[config.mk]
export PLATFORM = sky130hd
export DESIGN_NAME = dmem_arbiter
export DESIGN_NICKNAME = d
export VERILOG_FILES = /design/src/rtl/dmem_arb_pkg.sv /design/src/rtl/dmem_arbiter.sv
export SDC_FILE = /design/constraint.sdc
export NUM_CORES = 1
export LEC_CHECK = 0
export CORE_AREA = 2 2 118 120
export CTS_BUF_LIST = sky130_fd_sc_hd__clkbuf_8 sky130_fd_sc_hd__clkbuf_16
export DETAILED_ROUTE_END_ITERATION = 10
export DIE_AREA = 0 0 120 122
export PLACE_DENSITY_LB_ADDON = 0.25
export SYNTH_ARGS = -nofsm -noshare
export SYNTH_HDL_FRONTEND = slang
export SYNTH_SLANG_ARGS = --single-unit
[constraint.sdc]
create_clock -name clk -period 15.4 [get_ports clk]
set_clock_uncertainty 0.15 [all_clocks]
set_input_delay 4.62 -clock clk [delete_from_list [all_inputs] [get_ports clk]]
set_output_delay 4.62 -clock clk [all_outputs]
set_load 0.01 [all_outputs]
[src/rtl/dmem_arb_pkg.sv]
// -----------------------------------------------------------------------------
// dmem_arb_pkg
// Shared types and constants for the data-memory port arbiter.
//   arb_state_t : arbiter FSM states (core service / steal armed / steal)
//   owner_t     : who drove the BRAM port in a given cycle
//   BRAM_RD_LAT : read latency of the data BRAM in clock cycles
//   is_active   : any byte enable set means an access this cycle
// -----------------------------------------------------------------------------
package dmem_arb_pkg;

  localparam int BRAM_RD_LAT = 1;
  localparam int DATA_W      = 32;
  localparam int BE_W        = DATA_W / 8;
  localparam int CNT_W       = 8;  // wide enough for MAX_WAIT up to 255

  typedef enum logic [1:0] {
    S_CORE      = 2'd0,
    S_STEAL_ARM = 2'd1,
    S_STEAL     = 2'd2
  } arb_state_t;

  typedef enum logic [1:0] {
    OWN_NONE = 2'd0,
    OWN_CORE = 2'd1,
    OWN_EXT  = 2'd2
  } owner_t;

  function automatic logic is_active(input logic [BE_W-1:0] be);
    return |be;
  endfunction

endpackage : dmem_arb_pkg

[src/rtl/dmem_arbiter.sv]
// -----------------------------------------------------------------------------
// dmem_arbiter
// Shares the single data-BRAM port between the core memory stage and one
// external master (UART loader / debug DMA). The core has priority; the
// external master uses idle cycles, or after waiting MAX_WAIT busy cycles
// steals exactly one cycle while mem_hold freezes the core pipeline.
//
// Ports
//   clk, Rst                       clock, synchronous active-high reset
//   core_en/wea/addr/din           core memory-stage request
//   core_dout                      read data to core (shadowed across steals)
//   mem_hold                       registered pipeline freeze to the core
//   ext_req/we/be/addr/din         external request, held until ext_gnt
//   ext_gnt                        external request accepted (combinational)
//   ext_rvalid, ext_dout           external read return, BRAM_RD_LAT later
//   mem_en/wea/addr/din, mem_dout  BRAM port
// -----------------------------------------------------------------------------
module dmem_arbiter
  import dmem_arb_pkg::*;
#(
  parameter int MAX_WAIT = 15,
  parameter int ADDR_W   = 32
) (
  input  logic              clk,
  input  logic              Rst,

  input  logic [BE_W-1:0]   core_en,
  input  logic              core_wea,
  input  logic [ADDR_W-1:0] core_addr,
  input  logic [DATA_W-1:0] core_din,
  output logic [DATA_W-1:0] core_dout,
  output logic              mem_hold,

  input  logic              ext_req,
  input  logic              ext_we,
  input  logic [BE_W-1:0]   ext_be,
  input  logic [ADDR_W-1:0] ext_addr,
  input  logic [DATA_W-1:0] ext_din,
  output logic              ext_gnt,
  output logic              ext_rvalid,
  output logic [DATA_W-1:0] ext_dout,

  output logic [BE_W-1:0]   mem_en,
  output logic              mem_wea,
  output logic [ADDR_W-1:0] mem_addr,
  output logic [DATA_W-1:0] mem_din,
  input  logic [DATA_W-1:0] mem_dout
);

  localparam logic [CNT_W-1:0] MAX_WAIT_C = CNT_W'(MAX_WAIT);

  // ---------------------------------------------------------------------------
  // State
  // ---------------------------------------------------------------------------
  arb_state_t              state;
  arb_state_t              state_d;
  owner_t                  owner_q;    // who drove the port last cycle
  owner_t                  sel;        // who drives the port this cycle
  logic [CNT_W-1:0]        wait_cnt;   // busy cycles the pending ext request has waited
  logic [DATA_W-1:0]       shadow;     // last read data delivered to the core
  logic [DATA_W-1:0]       ext_dout_q; // last read data delivered to the ext master
  logic [BRAM_RD_LAT-1:0]  rd_pipe;    // ext read issued, aligned to BRAM latency

  logic core_active;
  logic at_limit;
  logic rd_issue;

  assign core_active = is_active(core_en);
  assign at_limit    = (wait_cnt == MAX_WAIT_C);
  assign rd_issue    = ext_gnt && !ext_we;

  // ---------------------------------------------------------------------------
  // FSM: state register
  // ---------------------------------------------------------------------------
  // NOTE: every clocked block uses non-blocking assignments so all registers
  // update from the same pre-edge values, independent of block ordering.
  always_ff @(posedge clk) begin
    if (Rst) state <= S_CORE;
    else     state <= state_d;
  end

  // ---------------------------------------------------------------------------
  // FSM: next-state logic
  // ---------------------------------------------------------------------------
  // NOTE: each combinational block assigns a default to every output first,
  // so no path leaves a variable unassigned and no latch is inferred.
  always_comb begin
    state_d = state;
    unique case (state)
      // The core keeps the port this cycle; the steal happens two cycles on,
      // leaving one cycle to register mem_hold.
      S_CORE:      if (core_active && ext_req && at_limit) state_d = S_STEAL_ARM;
      S_STEAL_ARM: state_d = S_STEAL;
      S_STEAL:     state_d = S_CORE;
      default:     state_d = S_CORE;
    endcase
  end

  // ---------------------------------------------------------------------------
  // FSM: output logic (port owner and external grant)
  // ---------------------------------------------------------------------------
  always_comb begin
    sel     = OWN_NONE;
    ext_gnt = 1'b0;
    if (!Rst) begin
      unique case (state)
        S_CORE: begin
          if (core_active) begin
            sel = OWN_CORE;
          end else if (ext_req) begin
            // Idle slot: core_active gates the grant, so the two never collide.
            sel     = OWN_EXT;
            ext_gnt = 1'b1;
          end
        end
        S_STEAL_ARM: begin
          if (core_active) sel = OWN_CORE;
        end
        S_STEAL: begin
          // A request withdrawn before its steal leaves the port quiet.
          if (ext_req) begin
            sel     = OWN_EXT;
            ext_gnt = 1'b1;
          end
        end
        default: begin
          sel     = OWN_NONE;
          ext_gnt = 1'b0;
        end
      endcase
    end
  end

  // ---------------------------------------------------------------------------
  // BRAM port mux
  // ---------------------------------------------------------------------------
  always_comb begin
    mem_en   = '0;
    mem_wea  = 1'b0;
    mem_addr = '0;
    mem_din  = '0;
    unique case (sel)
      OWN_CORE: begin
        mem_en   = core_en;
        mem_wea  = core_wea;
        mem_addr = core_addr;
        mem_din  = core_din;
      end
      OWN_EXT: begin
        mem_en   = ext_be;
        mem_wea  = ext_we;
        mem_addr = ext_addr;
        mem_din  = ext_din;
      end
      default: begin
        mem_en   = '0;
        mem_wea  = 1'b0;
        mem_addr = '0;
        mem_din  = '0;
      end
    endcase
  end

  // ---------------------------------------------------------------------------
  // Wait counter: counts busy cycles seen by a pending external request.
  // Cleared on any grant, so after a steal the core gets MAX_WAIT+1 cycles
  // before the next one.
  // ---------------------------------------------------------------------------
  always_ff @(posedge clk) begin
    if (Rst) begin
      wait_cnt <= '0;
    end else if (ext_gnt || state == S_STEAL || !ext_req) begin
      wait_cnt <= '0;
    end else if (state == S_CORE && core_active && !at_limit) begin
      wait_cnt <= wait_cnt + 1'b1;
    end
  end

  // ---------------------------------------------------------------------------
  // Pipeline freeze: raised for exactly the steal cycle. Driven from a
  // register so the core sees a clean, glitch-free hold.
  // ---------------------------------------------------------------------------
  always_ff @(posedge clk) begin
    if (Rst) mem_hold <= 1'b0;
    else     mem_hold <= (state == S_STEAL_ARM);
  end

  // ---------------------------------------------------------------------------
  // Read-data return paths
  // ---------------------------------------------------------------------------
  // NOTE: the data-holding registers (shadow, ext_dout_q) are reset as well so
  // both read buses show a known zero before the first access.
  always_ff @(posedge clk) begin
    if (Rst) begin
      owner_q    <= OWN_CORE;
      shadow     <= '0;
      ext_dout_q <= '0;
      rd_pipe    <= '0;
    end else begin
      owner_q <= sel;
      rd_pipe <= BRAM_RD_LAT'({rd_pipe, rd_issue});
      if (owner_q == OWN_CORE) shadow     <= mem_dout;
      if (ext_rvalid)          ext_dout_q <= mem_dout;
    end
  end

  assign ext_rvalid = rd_pipe[BRAM_RD_LAT-1];

  // The BRAM output belongs to whoever owned the port last cycle. When that
  // was not the core, the stalled memory stage keeps seeing its last word.
  assign core_dout = (owner_q == OWN_CORE) ? mem_dout : shadow;

  // Live BRAM data in the valid cycle, held afterwards.
  assign ext_dout  = ext_rvalid ? mem_dout : ext_dout_q;

endmodule : dmem_arbiter

==> metrics.log, run 1 <==
INFO  metric slew-limit-headroom = 0.488
INFO  metric multi_input_comb_area = 2240 sq um
INFO  metric reg2regPathDepth = 3
INFO  metric final.setup.worst_slack = 2.39 ns
INFO  metric die_w = 120 um
INFO  metric design.final.nets = 897
INFO  metric wire_length_of_the_first_global_routing_pass = 22100 um
INFO  metric postcts_setup_bufs = 0
INFO  metric cts_tree = built
INFO  metric global_route.usage.total = 0.194
INFO  metric timing_worst_setup_path_type = in -> out
INFO  metric setup_tns_final = 0 ns
INFO  metric avgRoutedWirePerCell = 16.4 um
INFO  metric max_cap_viol_count = 0
INFO  metric power.density = 70.8 nW/um^2
INFO  metric max-clock-path-buffers = 2
INFO  metric cts_buffers = 9
INFO  metric post_cts_resize_count = 0
INFO  metric hold_ws = 0.349 ns
INFO  metric std_cell_rows = 43
INFO  metric grt_start_max_net_pins = 70
INFO  metric synth_cell_types = 33
INFO  metric numPortBuffers = 308
INFO  metric post_layout_instance_count_excluding_filler_cells = 906
INFO  metric finalWirelength = 14900 um
INFO  metric total_leakage_power = 0.00284 uW
INFO  metric synth.avg_cell_area = 9.10 sq um
INFO  metric ys_top_cells_by_count = sky130_fd_sc_hd__dfxtp_1 (78), sky130_fd_sc_hd__nor2_1 (76), sky130_fd_sc_hd__a22oi_1 (69)
INFO  metric initial_core_util = 0.295
INFO  metric via_count = 4257
INFO  metric synthDominantCellAreaShare = 0.392
INFO  metric dpl.hpwl = 11600 um
INFO  metric report.final.setup_viol = 0
INFO  metric grt.overflow.total = 0
INFO  metric placed_cells = 890
INFO  metric synth_fp_nets = 613
INFO  metric diode_count = 0
INFO  metric hp_start = wait_cnt[6]$_SDFFE_PP0P_
INFO  metric critical_path_required = 10.63 ns
INFO  metric min_to = wait_cnt[6]$_SDFFE_PP0P_
INFO  metric status = finished clean
INFO  metric regToRegSetupSlack = 13.36 ns
INFO  metric worst_r2r_startpoint = ext_rvalid$_SDFF_PP0_
INFO  metric worst_ep_arrival_time = 8.24 ns
INFO  metric initial_antenna_violation_count = 0
INFO  metric critical_path.reg2reg.endpoint = ext_dout_q[7]$_SDFF_PP0_
INFO  metric synth-edff-count = 0
INFO  metric drtPass1Iterations = 4
INFO  metric final_period_minus_worst_setup_slack = 13.01 ns
INFO  metric core_area = 13500 sq um
INFO  metric final_layout_size_suffix_gt1_frac = 0.123
INFO  metric layout.core_utilization = 0.551
INFO  metric cts_root_buf = sky130_fd_sc_hd__clkbuf_16
INFO  metric yosysWarnings = 0
INFO  metric unrepaired_setup_endpoints_after_global_routing = no
INFO  metric worst_hold_path.num_cells = 2
INFO  metric drc_errors = 0
INFO  metric max-vdd-ir-drop = 0.0000462 V
INFO  metric hold_violations = 0
INFO  metric synth_seq_area_share = 0.392
INFO  metric crit_fanout = 46
INFO  metric seq_area = 1560 sq um
INFO  metric weighted_congestion_reported_at_the_end_of_routability_driven_placement = 0.839
INFO  metric die_h = 122 um
INFO  metric first_global_vias = 4221
INFO  metric antenna_left = 0
INFO  metric drt-initial-drc-count = 238
INFO  metric timing.fmax = 76.9 MHz
INFO  metric yosysTopAreaCell = sky130_fd_sc_hd__dfxtp_1
INFO  metric timing.final.max_slew_violations = 0
INFO  metric hold_buffers = 0
INFO  metric pre_cts_ws = 2.37 ns
INFO  metric fin_crit_sh = 0.845
INFO  metric synthFlopType = sky130_fd_sc_hd__dfxtp_1
INFO  metric fill_cells = 1212
INFO  metric io_pins = 309
INFO  metric syn_area = 3980 sq um
INFO  metric clk_transition_reported_paths = 0.06 ns
INFO  metric critical_path.startpoint_type = input pin
INFO  metric endpoint_kind = primary output
INFO  metric cts.sink_count = 78
INFO  metric synth_seq_cells = 78
INFO  metric netlist_instances = 437
INFO  metric dieArea = 14600 sq um
INFO  metric async_flop_share = 0
INFO  metric synth.most_common_cell = sky130_fd_sc_hd__dfxtp_1
INFO  metric worst-slew-pin-transition = 0.767 ns
INFO  metric post_synth_main_area_contributors = sky130_fd_sc_hd__dfxtp_1 (39%), sky130_fd_sc_hd__mux2_2 (17%), sky130_fd_sc_hd__a22oi_1 (13%)
INFO  metric htree_levels = 3
INFO  metric insertion_delay = 0.33 ns
INFO  metric holdCritPathClass = reg -> reg
INFO  metric routed_via_density = 4.70
INFO  metric flow.area_growth_from_synthesis = 87.2%
==> critical path, stage by stage <==
cell,delay [ns]
sky130_fd_sc_hd__clkdlybuf4s50_1,0.44
sky130_fd_sc_hd__or4_4,0.59
sky130_fd_sc_hd__nor2b_4,0.17
sky130_fd_sc_hd__or3_1,0.45
sky130_fd_sc_hd__inv_1,0.10
sky130_fd_sc_hd__ha_2,0.46
sky130_fd_sc_hd__buf_4,0.49
sky130_fd_sc_hd__a22oi_1,0.17
sky130_fd_sc_hd__nor2_1,0.15
sky130_fd_sc_hd__clkdlybuf4s50_1,0.59
==> sequential cells by signal (all words and copies together), names as in the netlist <==
name        flops
wait_cnt        8
mem_hold        1
ext_rvalid      1
state           2
owner_q         2
ext_dout_q     32
shadow         32
==> cells in the final DEF, fill, tap and decap left out, types with 5 or more instances in the layout <==
cell / instances
sky130_fd_sc_hd__dfxtp_1: 78
sky130_fd_sc_hd__nor2b_1: 65
sky130_fd_sc_hd__mux2_2: 59
sky130_fd_sc_hd__clkdlybuf4s50_1: 307
sky130_fd_sc_hd__buf_4: 6
sky130_fd_sc_hd__mux2_1: 5
sky130_fd_sc_hd__nor2_1: 76
sky130_fd_sc_hd__clkbuf_16: 9
sky130_fd_sc_hd__a22oi_1: 69
==> final cells by class <==
type	count	area share
Multi-Input combinational cell	314	0.301
Inverter	4	0.00202
Clock inverter	7	0.00790
Sequential cell	78	0.210
Tap cell	180	0.0302
Timing Repair Buffer	314	0.419
Clock buffer	9	0.0302
==> worst max path at each step <==
| stage | start | end | slack, ns | cells after the start |
|---|---|---|---|---|
| floorplan | core_en[3] | mem_din[22] | 3.53 | 12 |
| global placement | core_en[3] | mem_addr[30] | 2.44 | 10 |
| detailed placement | core_en[3] | mem_addr[29] | 2.37 | 10 |
| CTS | core_en[3] | mem_addr[29] | 2.38 | 10 |
| global route | core_en[3] | mem_addr[29] | 2.18 | 10 |
| finish | core_en[3] | mem_addr[29] | 2.39 | 10 |
==> stage by stage <==
stage | total power, uW | instance area (sq um)
2_1_floorplan | 253 | 3980
3_3_place_gp | 332 | 7160
3_5_place_dp | 333 | 7160
4_1_cts | 537 | 7450
5_1_grt | 551 | 7450
6_report | 527 | 7450
==> kinds of logic (layout without fill, tap and decap cells) <==
logic type / after synthesis / after routing / synth area share
and+or+nand+nor: 164 / 164 / 0.214
muxes: 66 / 66 / 0.186
xor gates and xnor gates: 3 / 3 / 0.00660
adders and majority gates: 3 / 3 / 0.00943
DFF: 78 / 78 / 0.392
AOI/OAI and AO/OA: 78 / 78 / 0.145
buffers and inverters: 45 / 334 / 0.0462
==> layer usage <==
| layer | up-vias | wire length, um | track usage |
|---|---|---|---|
| li1 | 2090 | - | - |
| met1 | 1965 | 5570 | 0.206 |
| met2 | 181 | 7710 | 0.358 |
| met3 | 21 | 1260 | 0.0576 |
| met4 | 0 | 331 | 0.0787 |
| met5 | - | 0 | 0 |
==> power by group <==
group	internal [uW]	switching, uW
clock	111	87.3
combinational	76.0	43.7
sequential	207	1.53
total	395	133
No activity file was read; power rests on OpenSTA's default activity.
==> inputs of run 2 (changes only) <==
==> constraint.sdc (replaced) <==
create_clock -name clk -period 12.4 [get_ports clk]
set_clock_uncertainty 0.15 [all_clocks]
set_input_delay 3.72 -clock clk [delete_from_list [all_inputs] [get_ports clk]]
set_output_delay 3.72 -clock clk [all_outputs]
set_load 0.01 [all_outputs]
==> metrics.log, run 2 (synthesis results as in run 1) <==
INFO  metric status = finished clean (unchanged)
INFO  metric dieArea = 14600 sq um (unchanged)
INFO  metric core_area = 13500 sq um (unchanged)
INFO  metric hold_violations = 0 (unchanged)
INFO  metric first_global_vias = 4204 (was 4221)
INFO  metric unrepaired_setup_endpoints_after_global_routing = no (unchanged)
INFO  metric total_leakage_power = 0.00287 uW (was 0.00284 uW)
INFO  metric post_layout_instance_count_excluding_filler_cells = 906 (unchanged)
INFO  metric fill_cells = 1201 (was 1212)
INFO  metric hold_buffers = 0 (unchanged)
INFO  metric flow.area_growth_from_synthesis = 88.6% (was 87.2%)
INFO  metric max-clock-path-buffers = 2 (unchanged)
INFO  metric crit_path_buf_inv_count = 4 (unchanged)
INFO  metric p_comb_frac = 0.212 (was 0.227)
INFO  metric wire_length_of_the_first_global_routing_pass = 21800 um (was 22100 um)
INFO  metric register_share_of_total_power = 0.368 (was 0.396)
INFO  metric global_route.usage.total = 0.192 (was 0.194)
INFO  metric grt_start_max_net_pins = 70 (unchanged)
INFO  metric weighted_congestion_reported_at_the_end_of_routability_driven_placement = 0.830 (was 0.839)
INFO  metric cts_buffers = 9 (unchanged)
INFO  metric report.final.setup_viol = 0 (unchanged)
INFO  metric design.final.nets = 897 (unchanged)
INFO  metric drt-initial-drc-count = 224 (was 238)
INFO  metric postcts_setup_bufs = 0 (unchanged)
INFO  metric timing.fmax = 89.6 MHz
INFO  metric layout_common_cells = sky130_fd_sc_hd__clkdlybuf4s50_1 (307), sky130_fd_sc_hd__dfxtp_1 (78), sky130_fd_sc_hd__nor2_1 (76) (unchanged)
INFO  metric final_layout_size_suffix_gt1_frac = 0.120 (was 0.123)
INFO  metric finalWirelength = 14900 um (about the same)
INFO  metric final_common_cell = sky130_fd_sc_hd__clkdlybuf4s50_1 (unchanged)
INFO  metric power.density = 94.0 nW/um^2 (was 70.8 nW/um^2)
INFO  metric biggestRegsByFlops = ext_dout_q x32, shadow x32, wait_cnt x8 (unchanged)
INFO  metric diode_count = 0 (unchanged)
INFO  metric swShare = 0.223 (was 0.251)
INFO  metric drtPass1Iterations = 4 (unchanged)
INFO  metric avgRoutedWirePerCell = 16.5 um (was 16.4 um)
INFO  metric slew-limit-headroom = 0.211 (was 0.488)
INFO  metric die_w = 120 um (unchanged)
INFO  metric dpl.hpwl = 11600 um (about the same)
INFO  metric numPortBuffers = 308 (unchanged)
INFO  metric final.setup.worst_slack = 1.24 ns (was 2.39 ns)
INFO  metric endpoint_kind = primary output (unchanged)
INFO  metric critical_path.slowest_cell = sky130_fd_sc_hd__or4_4 (unchanged)
INFO  metric crit_fanout = 32 (was 46)
INFO  metric setup_tns_final = 0 ns (unchanged)
INFO  metric internal-power = 548 uW (was 395 uW)
INFO  metric initial_antenna_violation_count = 1 (was 0)
INFO  metric cts.sink_count = 78 (unchanged)
INFO  metric cts_root_buf = sky130_fd_sc_hd__clkbuf_16 (unchanged)
INFO  metric clk_transition_reported_paths = 0.06 ns (about the same)
INFO  metric worst-slew-pin-transition = 1.18 ns (was 0.767 ns)
INFO  metric timing_worst_setup_path_type = in -> out (unchanged)
INFO  metric worst_ep_arrival_time = 7.29 ns (was 8.24 ns)
INFO  metric final_period_minus_worst_setup_slack = 11.16 ns
INFO  metric timing.critical_path.max_delay_family = buffers and inverters (unchanged)
INFO  metric critical_path.startpoint_type = input pin (unchanged)
INFO  metric std_cell_rows = 43 (unchanged)
INFO  metric post_cts_resize_count = 0 (unchanged)
INFO  metric holdCritPathClass = reg -> reg (unchanged)
INFO  metric routed_via_density = 4.77 (was 4.70)
INFO  metric hold_ws = 0.342 ns (was 0.349 ns)
INFO  metric critical_path_required = 8.53 ns (was 10.63 ns)
INFO  metric io_pins = 309 (unchanged)
INFO  metric grt.overflow.total = 0 (unchanged)
INFO  metric power.net_switching = 157 uW (was 133 uW)
INFO  metric via_count = 4318 (was 4257)
INFO  metric max_cap_viol_count = 0 (unchanged)
INFO  metric max-vdd-ir-drop = 0.0000663 V (was 0.0000462 V)
INFO  metric htree_levels = 3 (unchanged)
INFO  metric cp_cell_sequence = clkdlybuf4s50_1 -> or4_4 -> nor2b_4 -> or3_1 -> inv_1 -> ha_2 -> buf_4 -> a22oi_1 -> nor2_1 -> clkdlybuf4s50_1 (unchanged)
INFO  metric pre_cts_ws = 1.25 ns (was 2.37 ns)
INFO  metric insertion_delay = 0.33 ns (about the same)
INFO  metric worst_path_largest_cell_delay = 0.59 ns (about the same)
INFO  metric layout.core_utilization = 0.556 (was 0.551)
INFO  metric die_h = 122 um (unchanged)
INFO  metric power_frac_clock = 0.420 (was 0.377)
INFO  metric placed_cells = 890 (unchanged)
INFO  metric cts_tree = built (unchanged)
INFO  metric fin_crit_sh = 0.900
INFO  metric timing.final.max_slew_violations = 0 (unchanged)
INFO  metric antenna_left = 0 (unchanged)
INFO  metric timing.critical_path.mode_cell = sky130_fd_sc_hd__clkdlybuf4s50_1 (unchanged)
INFO  metric drc_errors = 0 (unchanged)
INFO  metric initial_core_util = 0.295 (unchanged)
## run 2: worst paths after layout
path / from / endpoint / slack, ns / cells after the start
min: wait_cnt[7]$_SDFFE_PP0P_ / wait_cnt[7]$_SDFFE_PP0P_ / 0.34 / 2
min reg2reg: wait_cnt[7]$_SDFFE_PP0P_ / wait_cnt[7]$_SDFFE_PP0P_ / 0.34 / 2
max reg2reg: owner_q[1]$_SDFF_PP0_ / shadow[31]$_SDFF_PP0_ / 10.22 / 4
max: core_en[3] / mem_din[2] / 1.24 / 10
## run 2: through the flow
stage / total power, uW / cell area, sq um
2_1_floorplan: 314 / 3980
4_1_cts: 714 / 7500
3_3_place_gp: 412 / 7160
3_5_place_dp: 414 / 7160
5_1_grt: 736 / 7500
6_report: 705 / 7500
## run 2: layer usage
layer | vias up | global-route usage | routed length (um)
li1 | 2087 | - | -
met1 | 2000 | 0.207 | 5680
met2 | 197 | 0.335 | 7380
met3 | 32 | 0.0754 | 1410
met4 | 2 | 0.0824 | 460
met5 | - | 0 | 10
## run 2: tightest hold or removal path: cells and delay by family (launching register included)
| kind | cells | cell delay (ns) |
|---|---|---|
| flops | 1 | 0.31 |
| compound gates | 2 | 0.13 |
## run 2: power groups by stage
stage / Clock, uW / Sequential, uW / Combinational [uW]
after global routing: 317 / 260 / 160
after global placement: 0 / 265 / 148
final: 296 / 259 / 149
after CTS: 305 / 259 / 151
after detailed placement: 0 / 265 / 149
after floorplan: 0 / 264 / 49.5
## run 2: area by class of cell
class                      count  area, sq um  area share
sequential                    78         1560       0.208
inverter                       4         15.0     0.00200
multi-input combinational    314         2240       0.298
timing repair buffer         314         3120       0.416
tap                          180          225      0.0300
clock inverter                 7          114      0.0152
clock buffer                   9          225      0.0300
==> inputs of run 3 (changes only) <==
--- a/config.mk
+++ b/config.mk
@@ -9,6 +9,7 @@
 export CTS_BUF_LIST = sky130_fd_sc_hd__clkbuf_8 sky130_fd_sc_hd__clkbuf_16
 export DETAILED_ROUTE_END_ITERATION = 10
 export DIE_AREA = 0 0 120 122
+export GPL_TIMING_DRIVEN = 0
 export PLACE_DENSITY_LB_ADDON = 0.25
 export SYNTH_ARGS = -nofsm -noshare
 export SYNTH_HDL_FRONTEND = slang
==> metrics.log, run 3 (synthesis results as in run 1) <==
INFO  metric critical_path.startpoint_type = input pin (unchanged)
INFO  metric fin_crit_sh = 0.927 (was 0.900)
INFO  metric gr-usage-met2 = 0.388 (was 0.335)
INFO  metric cp_cell_sequence = clkdlybuf4s50_1 -> or4_4 -> buf_6 -> nor2b_4 -> or3_1 -> buf_6 -> inv_1 -> ha_1 -> clkbuf_1 -> clkbuf_1 -> buf_1 -> a22oi_1 -> nor2_1 -> clkdlybuf4s50_1 (was clkdlybuf4s50_1 -> or4_4 -> nor2b_4 -> or3_1 -> inv_1 -> ha_2 -> buf_4 -> a22oi_1 -> nor2_1 -> clkdlybuf4s50_1)
INFO  metric via_count = 4467 (was 4318)
INFO  metric worst_path_largest_cell_delay = 0.57 ns (was 0.59 ns)
INFO  metric status = finished clean (unchanged)
INFO  metric swShare = 0.229 (was 0.223)
INFO  metric flow.area_growth_from_synthesis = 91.3% (was 88.6%)
INFO  metric initial_core_util = 0.295 (unchanged)
INFO  metric grt_start_max_net_pins = 14 (was 70)
INFO  metric final_common_cell = sky130_fd_sc_hd__clkdlybuf4s50_1 (unchanged)
INFO  metric setup_tns_final = 0 ns (unchanged)
INFO  metric weighted_congestion_reported_at_the_end_of_routability_driven_placement = 0.878 (was 0.830)
INFO  metric holdCritPathClass = reg -> reg (unchanged)
INFO  metric fin_area = 7610 sq um (was 7500 sq um)
INFO  metric timing_worst_setup_path_type = in -> out (unchanged)
INFO  metric diode_count = 0 (unchanged)
INFO  metric cts_tree = built (unchanged)
INFO  metric initial_antenna_violation_count = 0 (was 1)
INFO  metric p_comb_frac = 0.221 (was 0.212)
INFO  metric met3_track_demand_over_resource = 0.0627 (was 0.0754)
INFO  metric final_period_minus_worst_setup_slack = 11.49 ns (was 11.16 ns)
INFO  metric antenna_left = 0 (unchanged)
INFO  metric finalWirelength = 15900 um (was 14900 um)
INFO  metric final_layout_size_suffix_gt1_frac = 0.106 (was 0.120)
INFO  metric register_share_of_total_power = 0.374 (was 0.368)
INFO  metric biggestRegsByFlops = ext_dout_q x32, shadow x32, wait_cnt x8 (unchanged)
INFO  metric max-vdd-ir-drop = 0.0000492 V (was 0.0000663 V)
INFO  metric grt.overflow.total = 0 (unchanged)
INFO  metric dpl.hpwl = 13000 um (was 11600 um)
INFO  metric numPortBuffers = 308 (unchanged)
INFO  metric power_frac_clock = 0.405 (was 0.420)
INFO  metric io_pins = 309 (unchanged)
INFO  metric total_leakage_power = 0.00290 uW (was 0.00287 uW)
INFO  metric die_w = 120 um (unchanged)
INFO  metric layout_common_cells = sky130_fd_sc_hd__clkdlybuf4s50_1 (308), sky130_fd_sc_hd__dfxtp_1 (78), sky130_fd_sc_hd__nor2_1 (76) (was sky130_fd_sc_hd__clkdlybuf4s50_1 (307), sky130_fd_sc_hd__dfxtp_1 (78), sky130_fd_sc_hd__nor2_1 (76))
INFO  metric core_area = 13500 sq um (unchanged)
INFO  metric internal-power = 535 uW (was 548 uW)
INFO  metric crit_fanout = 10 (was 32)
INFO  metric critical_path_required = 8.53 ns (about the same)
INFO  metric power.density = 91.1 nW/um^2 (was 94.0 nW/um^2)
INFO  metric clk_transition_reported_paths = 0.06 ns (about the same)
INFO  metric die_h = 122 um (unchanged)
INFO  metric routed_via_density = 4.75 (was 4.77)
INFO  metric hold_buffers = 0 (unchanged)
INFO  metric dieArea = 14600 sq um (unchanged)
INFO  metric drtPass1Iterations = 6 (was 4)
INFO  metric max_cap_viol_count = 0 (unchanged)
INFO  metric endpoint_kind = primary output (unchanged)
INFO  metric std_cell_rows = 43 (unchanged)
INFO  metric drc_errors = 0 (unchanged)
INFO  metric detailed_place.area = 7290 sq um (was 7160 sq um)
INFO  metric slew-limit-headroom = 0.585 (was 0.211)
INFO  metric power.net_switching = 159 uW (was 157 uW)
INFO  metric max-clock-path-buffers = 2 (unchanged)
INFO  metric timing.final.max_slew_violations = 0 (unchanged)
INFO  metric postcts_setup_bufs = 0 (unchanged)
INFO  metric worst-slew-pin-transition = 0.622 ns (was 1.18 ns)
INFO  metric avgRoutedWirePerCell = 16.9 um (was 16.5 um)
INFO  metric critical_path.slowest_cell = sky130_fd_sc_hd__clkdlybuf4s50_1 (was sky130_fd_sc_hd__or4_4)
INFO  metric htree_levels = 3 (unchanged)
INFO  metric first_global_vias = 4542 (was 4204)
INFO  metric grt_use_met1 = 0.218 (was 0.207)
INFO  metric drt-initial-drc-count = 222 (was 224)
INFO  metric top_usage_layer = met2 (unchanged)
INFO  metric global_route.usage.total = 0.207 (was 0.192)
INFO  metric worst_ep_arrival_time = 7.62 ns (was 7.29 ns)
INFO  metric timing.fmax = 87.0 MHz (was 89.6 MHz)
INFO  metric hold_violations = 0 (unchanged)
INFO  metric unrepaired_setup_endpoints_after_global_routing = no (unchanged)
INFO  metric post_cts_resize_count = 0 (unchanged)
INFO  metric insertion_delay = 0.33 ns (about the same)
INFO  metric wire_length_of_the_first_global_routing_pass = 23600 um (was 21800 um)
INFO  metric cts_root_buf = sky130_fd_sc_hd__clkbuf_16 (unchanged)
INFO  metric report.final.setup_viol = 0 (unchanged)
INFO  metric design.final.nets = 932 (was 897)
INFO  metric cts.sink_count = 78 (unchanged)
INFO  metric cts_buffers = 9 (unchanged)
-- run 3: through the flow --
| step | hold slack (ns) | util | cells | setup WS [ns] | total power (uW) |
|---|---|---|---|---|---|
| finish | 0.349 | 0.564 | 941 | 0.906 | 693 |
| global route | 0.387 | 0.564 | 941 | 0.638 | 724 |
| CTS | 0.350 | 0.564 | 941 | 0.910 | 703 |
| detailed placement | 0.342 | 0.540 | 925 | 0.921 | 418 |
| global placement | 0.315 | 0.540 | 925 | 0.963 | 416 |
| floorplan | 0.303 | - | 437 | 2.33 | 314 |
-- run 3: area by class of cell --
type                    instances  area [sq um]
clock buffers                  10           239
inverters                       4          15.0
well taps                     180           225
clock inverters                 6          86.3
plain buffers                  41           169
fillers                      1216          5890
flip-flops and latches         78          1560
repair buffers                308          3080
multi-input cells             314          2230
-- run 3: layer usage --
| metal | wire length, um | vias to the layer above |
|---|---|---|
| li1 | - | 2156 |
| met1 | 5910 | 2069 |
| met2 | 8360 | 218 |
| met4 | 356 | 0 |
| met5 | 0 | - |
| met3 | 1230 | 24 |
-- run 3: path summary, 6_finish.rpt --
check             slack (ns)                       end  depth (start not counted)                      from
setup / recovery        0.91               mem_din[24]                         14                core_en[3]
hold reg to reg         0.35  wait_cnt[6]$_SDFFE_PP0P_                          2  wait_cnt[6]$_SDFFE_PP0P_
hold / removal          0.35  wait_cnt[6]$_SDFFE_PP0P_                          2  wait_cnt[6]$_SDFFE_PP0P_
setup reg to reg       10.44      shadow[4]$_SDFF_PP0_                          5     owner_q[1]$_SDFF_PP0_
-- run 3: power by group through the flow --
stage               clock network, uW  registers [uW]  logic (uW)
global placement                    0             265         151
CTS                               289             259         154
global route                      301             260         164
floorplan                           0             264        49.5
detailed placement                  0             265         153
finish                            281             259         153
-- run 3: critical path: cells and delay by family --
| kind | cells | cell delay (ns) |
|---|---|---|
| AOI/OAI and AO/OA | 1 | 0.16 |
| buffers and inverters | 8 | 2.43 |
| adders and majority gates | 1 | 0.13 |
| and+or+nand+nor | 4 | 1.20 |
